<file path="src/rtl/imem_loader_if.sv">
// Byte-stream / instruction-memory write bundle for imem_loader.
// master: stream source and memory side; slave: the loader itself.
interface imem_loader_if;
    logic        START;
    logic [7:0]  RX_DATA;
    logic        RX_VALID;
    logic        RX_READY;
    logic        IMEM_WE;
    logic [31:0] IMEM_ADDR;
    logic [31:0] IMEM_WDATA;
    logic        CPU_RST;
    logic        DONE;
    logic        ERR;

    modport master (
        output START, RX_DATA, RX_VALID,
        input  RX_READY, IMEM_WE, IMEM_ADDR, IMEM_WDATA, CPU_RST, DONE, ERR
    );

    modport slave (
        input  START, RX_DATA, RX_VALID,
        output RX_READY, IMEM_WE, IMEM_ADDR, IMEM_WDATA, CPU_RST, DONE, ERR
    );
endinterface

</file>
<file path="src/rtl/imem_loader.sv">
// Boot loader: length-prefixed big-endian byte stream -> instruction-memory words,
// holds the CPU in reset until done. IMEM_LOADER_CHECKSUM_EN adds a trailing XOR byte.
module imem_loader #(
    parameter logic [31:0] BASE_ADDR = 32'h0000_0000,
    parameter int unsigned MAX_WORDS = 256
) (
    input  logic         CLK,
    input  logic         RST,
    imem_loader_if.slave bus
);

    typedef enum logic [2:0] {
        S_LEN_HI,
        S_LEN_LO,
        S_DATA,
`ifdef IMEM_LOADER_CHECKSUM_EN
        S_CSUM,
`endif
        S_DONE
    } state_e;

`ifdef IMEM_LOADER_CHECKSUM_EN
    localparam state_e S_TAIL = S_CSUM;
`else
    localparam state_e S_TAIL = S_DONE;
`endif

    state_e      state_q, state_d;
    logic [15:0] len_q, len_d;
    logic [15:0] idx_q, idx_d;
    logic [1:0]  bcnt_q, bcnt_d;
    logic [23:0] buf_q, buf_d;
    logic        ovf_q, ovf_d;
    logic        we_q, we_d;
    logic [31:0] addr_q, addr_d;
    logic [31:0] wdata_q, wdata_d;
    logic        done_q, done_d;
    logic        err_q, err_d;
    logic        cpu_rst_q, cpu_rst_d;
`ifdef IMEM_LOADER_CHECKSUM_EN
    logic [7:0]  csum_q, csum_d;
`endif

    logic        rx_ready;
    logic        accept;
    logic        go;
    logic        fin;
    logic        load_bad;
    logic        in_range;
    logic [31:0] word_addr;

    assign rx_ready  = (state_q != S_DONE);
    assign accept    = bus.RX_VALID && rx_ready;
    // START only counts once DONE is visible, so a restart never skips the done report
    assign go        = (state_q == S_DONE) && done_q && bus.START;
    assign in_range  = (32'(idx_q) < 32'(MAX_WORDS));
    assign word_addr = BASE_ADDR + {14'h0, idx_q, 2'b00};

`ifdef IMEM_LOADER_CHECKSUM_EN
    assign load_bad = ovf_q || (csum_q != 8'h00);
`else
    assign load_bad = ovf_q;
`endif

    // Flags are published one edge after reaching S_DONE, i.e. after the last write edge
    assign fin = (state_q == S_DONE) && !go;

    always_comb begin
        state_d = state_q;
        len_d   = len_q;
        idx_d   = idx_q;
        bcnt_d  = bcnt_q;
        buf_d   = buf_q;
        ovf_d   = ovf_q;
        we_d    = 1'b0;
        addr_d  = addr_q;
        wdata_d = wdata_q;
`ifdef IMEM_LOADER_CHECKSUM_EN
        csum_d  = accept ? (csum_q ^ bus.RX_DATA) : csum_q;
`endif

        case (state_q)
            S_LEN_HI: begin
                if (accept) begin
                    len_d   = {8'h00, bus.RX_DATA};
                    state_d = S_LEN_LO;
                end
            end
            S_LEN_LO: begin
                if (accept) begin
                    len_d   = {len_q[7:0], bus.RX_DATA};
                    state_d = ({len_q[7:0], bus.RX_DATA} == 16'h0000) ? S_TAIL : S_DATA;
                end
            end
            S_DATA: begin
                if (accept) begin
                    buf_d  = {buf_q[15:0], bus.RX_DATA};
                    bcnt_d = bcnt_q + 2'd1;
                    if (bcnt_q == 2'd3) begin
                        if (in_range) begin
                            we_d    = 1'b1;
                            addr_d  = word_addr;
                            wdata_d = {buf_q, bus.RX_DATA};
                        end else begin
                            ovf_d = 1'b1;
                        end
                        idx_d = idx_q + 16'd1;
                        if (idx_q == (len_q - 16'd1)) begin
                            state_d = S_TAIL;
                        end
                    end
                end
            end
`ifdef IMEM_LOADER_CHECKSUM_EN
            S_CSUM: begin
                if (accept) begin
                    state_d = S_DONE;
                end
            end
`endif
            S_DONE: begin
                if (go) begin
                    state_d = S_LEN_HI;
                    idx_d   = 16'h0000;
                    bcnt_d  = 2'd0;
                    ovf_d   = 1'b0;
`ifdef IMEM_LOADER_CHECKSUM_EN
                    csum_d  = 8'h00;
`endif
                end
            end
            default: state_d = S_LEN_HI;
        endcase

        done_d    = fin;
        err_d     = fin && load_bad;
        cpu_rst_d = !(fin && !load_bad);
    end

    always_ff @(posedge CLK or posedge RST) begin
        if (RST) begin
            state_q   <= S_LEN_HI;
            len_q     <= 16'h0000;
            idx_q     <= 16'h0000;
            bcnt_q    <= 2'd0;
            buf_q     <= 24'h000000;
            ovf_q     <= 1'b0;
            we_q      <= 1'b0;
            addr_q    <= 32'h0000_0000;
            wdata_q   <= 32'h0000_0000;
            done_q    <= 1'b0;
            err_q     <= 1'b0;
            cpu_rst_q <= 1'b1;
`ifdef IMEM_LOADER_CHECKSUM_EN
            csum_q    <= 8'h00;
`endif
        end else begin
            state_q   <= state_d;
            len_q     <= len_d;
            idx_q     <= idx_d;
            bcnt_q    <= bcnt_d;
            buf_q     <= buf_d;
            ovf_q     <= ovf_d;
            we_q      <= we_d;
            addr_q    <= addr_d;
            wdata_q   <= wdata_d;
            done_q    <= done_d;
            err_q     <= err_d;
            cpu_rst_q <= cpu_rst_d;
`ifdef IMEM_LOADER_CHECKSUM_EN
            csum_q    <= csum_d;
`endif
        end
    end

    assign bus.RX_READY   = rx_ready;
    assign bus.IMEM_WE    = we_q;
    assign bus.IMEM_ADDR  = addr_q;
    assign bus.IMEM_WDATA = wdata_q;
    assign bus.DONE       = done_q;
    assign bus.ERR        = err_q;
    assign bus.CPU_RST    = cpu_rst_q;

endmodule

</file>
<file path="src/flat_wrapper.sv">
// flat-port wrapper written by rule: the top's interface ports become plain ports
module imem_loader_flat 
#(
    parameter logic [31:0] BASE_ADDR = 32'h0000_0000,
    parameter int unsigned MAX_WORDS = 256
)
  (CLK, RST, bus_START, bus_RX_DATA, bus_RX_VALID, bus_RX_READY, bus_IMEM_WE, bus_IMEM_ADDR, bus_IMEM_WDATA, bus_CPU_RST, bus_DONE, bus_ERR);
  imem_loader_if bus_i ();
  input  logic CLK;
  input  logic RST;
  input wire logic [$bits(bus_i.START)-1:0] bus_START;
  input wire logic [$bits(bus_i.RX_DATA)-1:0] bus_RX_DATA;
  input wire logic [$bits(bus_i.RX_VALID)-1:0] bus_RX_VALID;
  output wire logic [$bits(bus_i.RX_READY)-1:0] bus_RX_READY;
  output wire logic [$bits(bus_i.IMEM_WE)-1:0] bus_IMEM_WE;
  output wire logic [$bits(bus_i.IMEM_ADDR)-1:0] bus_IMEM_ADDR;
  output wire logic [$bits(bus_i.IMEM_WDATA)-1:0] bus_IMEM_WDATA;
  output wire logic [$bits(bus_i.CPU_RST)-1:0] bus_CPU_RST;
  output wire logic [$bits(bus_i.DONE)-1:0] bus_DONE;
  output wire logic [$bits(bus_i.ERR)-1:0] bus_ERR;
  assign bus_i.START = bus_START;
  assign bus_i.RX_DATA = bus_RX_DATA;
  assign bus_i.RX_VALID = bus_RX_VALID;
  assign bus_RX_READY = bus_i.RX_READY;
  assign bus_IMEM_WE = bus_i.IMEM_WE;
  assign bus_IMEM_ADDR = bus_i.IMEM_ADDR;
  assign bus_IMEM_WDATA = bus_i.IMEM_WDATA;
  assign bus_CPU_RST = bus_i.CPU_RST;
  assign bus_DONE = bus_i.DONE;
  assign bus_ERR = bus_i.ERR;
  imem_loader #(.BASE_ADDR(BASE_ADDR), .MAX_WORDS(MAX_WORDS)) u_core (.CLK(CLK), .RST(RST), .bus(bus_i));
endmodule
</file>
<file path="config.mk">
export PLATFORM = sky130hd
export DESIGN_NAME = imem_loader_flat
export DESIGN_NICKNAME = d
export VERILOG_FILES = /design/src/rtl/imem_loader_if.sv /design/src/rtl/imem_loader.sv /design/src/flat_wrapper.sv
export SDC_FILE = /design/constraint.sdc
export NUM_CORES = 1
export LEC_CHECK = 0
export ABC_AREA = 1
export ABC_CLOCK_PERIOD_IN_PS = 3900
export CORE_MARGIN = 8
export CORE_UTILIZATION = 54
export CTS_CLUSTER_DIAMETER = 100
export DETAILED_ROUTE_END_ITERATION = 8
export GPL_TIMING_DRIVEN = 0
export PLACE_DENSITY = 0.77
export SYNTH_ARGS = -nofsm -noshare
export SYNTH_HDL_FRONTEND = slang
export SYNTH_SLANG_ARGS = --single-unit
</file>
<file path="constraint.sdc">
create_clock -name CLK -period 3.9 [get_ports CLK]
set_input_delay 0.585 -clock CLK [delete_from_list [all_inputs] [get_ports CLK]]
set_output_delay 0.585 -clock CLK [all_outputs]
set_load 0.05 [all_outputs]
</file>
* Yosys cells after proc, flatten, opt, wreduce, memory -nomap -nowiden *
Index checks and enable logic that the tools add are counted.

cells by class
  reductions and logical operators = 20
  mux-type cells = 27
  add/sub/neg operators = 3
  eq/ne operators = 13
  magnitude comparators = 1

operator list
  kind                     number
  $mux W16                 5
  $pmux W16 S2             2
  $mux W3                  6
  $add A16 B1 Y16 const B  1
  $eq A16 B16 Y1           1
  $logic_not A16 Y1        1
  $lt A16 B9 Y1 const B    1
  $sub A16 B1 Y16 const B  1
  $ne A2 B1 Y1 const B     6
  $pmux W3 S4              1
  $mux W1                  9
  $reduce_and A4 Y1        2
  $eq A3 B2 Y1 const B     2
  $logic_and A1 B1 Y1      6
  $reduce_and A3 Y1        2
  $reduce_and A6 Y1        1
  $reduce_and A5 Y1        1
  $mux W2                  2
  $pmux W2 S2              1
  $reduce_bool A2 Y1       2
  $eq A3 B1 Y1 const B     1
  $logic_not A1 Y1         3
  $logic_not A3 Y1         1
  $ne A3 B2 Y1 const B     1
  5 further kinds          5

word-level totals
  register bits = 114
  bits of input ports = 12
  word-level logic and storage cells = 76

* Logic depth before layout (Yosys ltp) *
  word-level depth = 7
  mapped depth = 14
  mapped depth without buffers = 14

* Worst setup path after synthesis *
Ideal clock, no wire load.

  path kind = register -> register
  start = register u_core.state_q[0]
  end = register u_core.idx_q[12]
  data arrival time = 1.781 ns
  data required time = 3.781 ns
  library setup time = 0.119 ns
  stages on the path, launching flop included = 11
  slack = 2.000 ns
  cell sequence = dfrtp_1 -> ha_1 -> inv_1 -> a21oi_2 -> nand2_2 -> inv_2 -> nand3_1 -> nor2_1 -> nand3_1 -> nand2_1 -> nor2_1

between the ends
  elaborated cells on any way between the ends = 12
  classes of those cells = 6 x eq/ne; 1 x mux; 5 x reduce/logical

RTL lines
  item                                RTL line            RTL
  start, declared                     imem_loader.sv:28   state_e state_q, state_d;
  start signal, assigned              imem_loader.sv:158  state_q <= state_d;
  $ne A3 B2 Y1                        imem_loader.sv:52   assign rx_ready = (state_q != S_DONE);
  via bus_RX_READY                    flat_wrapper.sv:14  output wire logic [$bits(bus_i.RX_READY)-1:0] bus_RX_READY;
  $logic_and A1 B1 Y1                 imem_loader.sv:53   assign accept = bus.RX_VALID && rx_ready;
  $ne A2 B1 Y1 (no source line)       -
  $reduce_and A4 Y1 (no source line)  -
  end signal, assigned                imem_loader.sv:160  idx_q <= idx_d;
  end, declared                       imem_loader.sv:30   logic [15:0] idx_q, idx_d;

The timed path passes the listed nets, and every way through them passes these cells.
A chain may end at the register's enable or synchronous reset.

* Final worst setup path *
  start = register u_core.state_q[0]
  end = output bus_RX_READY

between the ends
  cells in the longest elaborated chain, start to end = 1

RTL lines
  item           RTL line
  $ne A3 B2 Y1   imem_loader.sv:52
  end, declared  flat_wrapper.sv:14

No other way between the ends.

==> flow_summary.toml <==
[floorplanning]
core-area_um2 = 9730
rows = 36
start_util_pct = 55.6
dieWidth_um = 116
die_area_um2 = 13500
io_pins = 81
die_h_um = 116

[clocking]
clock_latency_ns = 0.50
cts_num_sinks = 113
clk_pin_slew_ns = 0.05
clock-root-buffer = "clkbuf_8"
cts_tree = "done"
post-cts-setup-buffer-count = 0
ctsHoldBuffers = 0
htree_num_levels = 4
ctsResizeCount = 0
cts.path.max_buffers = 2
cts_buffers = 17

[global_routing]
grt_pass1_wl_um = 22800
grt_util_met3_pct = 3.91
grt.busiest_layer = "met2"
met2_usage_pct = 38.0
grt_max_degree = 59
grt_pass1_vias = 4592
antenna_found_initial = 0
grtUsageMet1_pct = 25.6
overflow = 0
grt_usage_pct = 21.8

[yosys]
yosysWarnings = 0
synth_area_um2 = 5410
ys.flop_type = "dfrtp_1"
synth_edf_count = 0
syn_inst = 648
ys_seq_area_share_pct = 52.3
synth-async-reset-ratio_pct = 100
synth_cell_types = 39
syn_avg_cell_area_um2 = 8.34
synth-seq-cells = 113

[finish]
most-common-layout-cells = "173 x nand2_1, 112 x dfrtp_1, 76 x inv_1"
synthToLayoutAreaGrowth_pct = 27.8
final_common_cell = "nand2_1"
final_net_count = 767
antennaDiodeCount = 0
final_area_um2 = 6910
drive_gt1_share_pct = 11.4
nFillCells = 727
final_util_pct = 71.0

[place]
postPlaceCellArea_um2 = 6300
gp_congestion = 0.930
port_buffers = 64
pre_cts_ws_ns = 1.34
dp_hpwl_um = 10100

[sta]
slew_viol_final = 0
min_period_ns = 2.87
max_clock_freq_ghz = 0.349
fin_crit_sh_pct = 73.5
rsz0062_at_grt = "false"
worst_slew_pin_slew_ns = 0.734
worst_slack_ns = 1.03
timing.hold.ws_ns = 0.470
relSlewSlack_pct = 51.0
hold_viol_final = 0
clock_skew_ns = 0.00942
setup_viol = 0

[status]
status = "complete, no violations"

[pwr]
ir_drop_mv = 0.386
leakagePower_uw = 0.00337
power_density_nw_per_um2 = 830

[worst_setup_path]
worst-setup-path-type = "flop to output port"
slowest_delay_ns = 0.85
cp_max_fo = 4
endpoint_kind = "output port"
ff2ff_setup_slack_ns = 1.69
cpMaxStageDelayCell = "clkdlybuf4s50_1"
cp-start-kind = "flop"
critical_path_arrival_ns = 2.28
required_ns = 3.31
path_cells = "ha_1 -> inv_1 -> clkdlybuf4s50_1"

[route]
routed_wl_um = 14000
num_vias = 4580
dr.pass1.iters = 5
drt_iter0_markers = 294
via_per_inst = 5.13
drc = 0
wl_per_cell_um = 15.6
drtAntennaViolNets = 0

[job]
drv_cap = 0

[min_path]
worstHoldPathType = "flop to flop"
critical path: cells and delay by family (launching register included):
kind	cells	cell delay, ns
flops	1	0.42
fa+ha+maj	1	0.29
buf+inv	2	1.07
power breakdown:
group	internal [uW]	total [uW]	switching (uW)
clock network	999	1570	567
logic	734	2310	1570
registers	1550	1860	311
Yosys cell counts (2+ instances only):
cell	number	area, um2
nand3_1	25	125
o21ai_0	56	280
nand2_2	3	18.8
inv_2	11	41.3
a21oi_1	11	55.1
buf_6	2	22.5
clkbuf_1	10	37.5
o22ai_1	3	18.8
o21a_1	2	15.0
buf_4	18	135
buf_2	3	15.0
nand2_1	173	649
dfrtp_1	112	2800
xor2_1	8	70.1
nor4_1	6	37.5
nor2_2	4	25.0
nand4_1	4	25.0
nor2_4	7	78.8
nand3b_1	4	30.0
ha_1	8	100
xnor2_1	3	26.3
o21ai_1	28	140
nor2_1	49	184
mux2i_1	2	20.0
nor3_1	6	30.0
inv_1	77	289
per-layer routing:
metal | share of wire [%] | wire (um) | up-vias
met5 | 0 | 0 | -
met4 | 2.8 | 391 | 0
met3 | 5.5 | 771 | 31
met2 | 51 | 7180 | 136
met1 | 40 | 5630 | 2193
li1 | - | - | 2220
cells by family (layout without fill, tap and decap cells):
group,count (synthesis),count (layout),share of synthesized area [%]
simple gates,284,284,22.8
fa+ha+maj,8,8,1.85
flops,113,113,52.3
compound gates,106,106,10.3
xor+xnor,12,12,2.20
other cells,1,16,0.0694
buf+inv,122,219,10.1
mux,2,2,0.370
flip-flops by register name (all words and copies together) (netlist names):
| signal | flops |
|---|---|
| u_core.bcnt_q | 2 |
| u_core.buf_q | 24 |
| u_core.bus.CPU_RST | 1 |
| u_core.bus.DONE | 1 |
| u_core.bus.ERR | 1 |
| u_core.bus.IMEM_ADDR | 16 |
| u_core.bus.IMEM_WDATA | 32 |
| u_core.bus.IMEM_WE | 1 |
| u_core.idx_q | 16 |
| u_core.len_q | 16 |
| u_core.load_bad | 1 |
| u_core.state_q | 2 |
worst paths after layout:
kind,startpoint,endpoint,cells after the start
worst max-delay path,u_core.state_q[0]$_DFFE_PP0P_,bus_RX_READY,3
worst min-delay path,u_core.load_bad$_DFFE_PP0P_,u_core.bus.CPU_RST$_DFF_PP1_,2
worst max register to register,u_core.len_q[0]$_DFFE_PP0P_,u_core.state_q[0]$_DFFE_PP0P_,13
worst min register to register,u_core.load_bad$_DFFE_PP0P_,u_core.bus.CPU_RST$_DFF_PP1_,2
max in group asynchronous,RST,u_core.bus.CPU_RST$_DFF_PP1_,3
min in group asynchronous,RST,u_core.bus.IMEM_WDATA[12]$_DFFE_PP0P_,2
through the flow:
| step | total power (uW) | std cells | setup TNS [ns] |
|---|---|---|---|
| floorplan | 3420 | 663 | 0 |
| global placement | 4060 | 860 | -123.24 |
| detailed placement | 4130 | 861 | 0 |
| CTS | 5740 | 893 | 0 |
| global route | 6070 | 893 | 0 |
| finish | 5730 | 893 | 0 |
final cells by class:
| cell class | instances | area [um2] | area share (%) |
|---|---|---|---|
| buffer | 34 | 214 | 3.10 |
| clock buffer | 18 | 428 | 6.20 |
| clock inverter | 14 | 180 | 2.61 |
| inverter | 88 | 333 | 4.82 |
| multi-input combinational | 428 | 2090 | 30.2 |
| sequential | 113 | 2830 | 41.0 |
| tap | 133 | 166 | 2.41 |
| timing repair buffer | 65 | 668 | 9.67 |
Note: power is estimated with default switching activity, not from simulation.
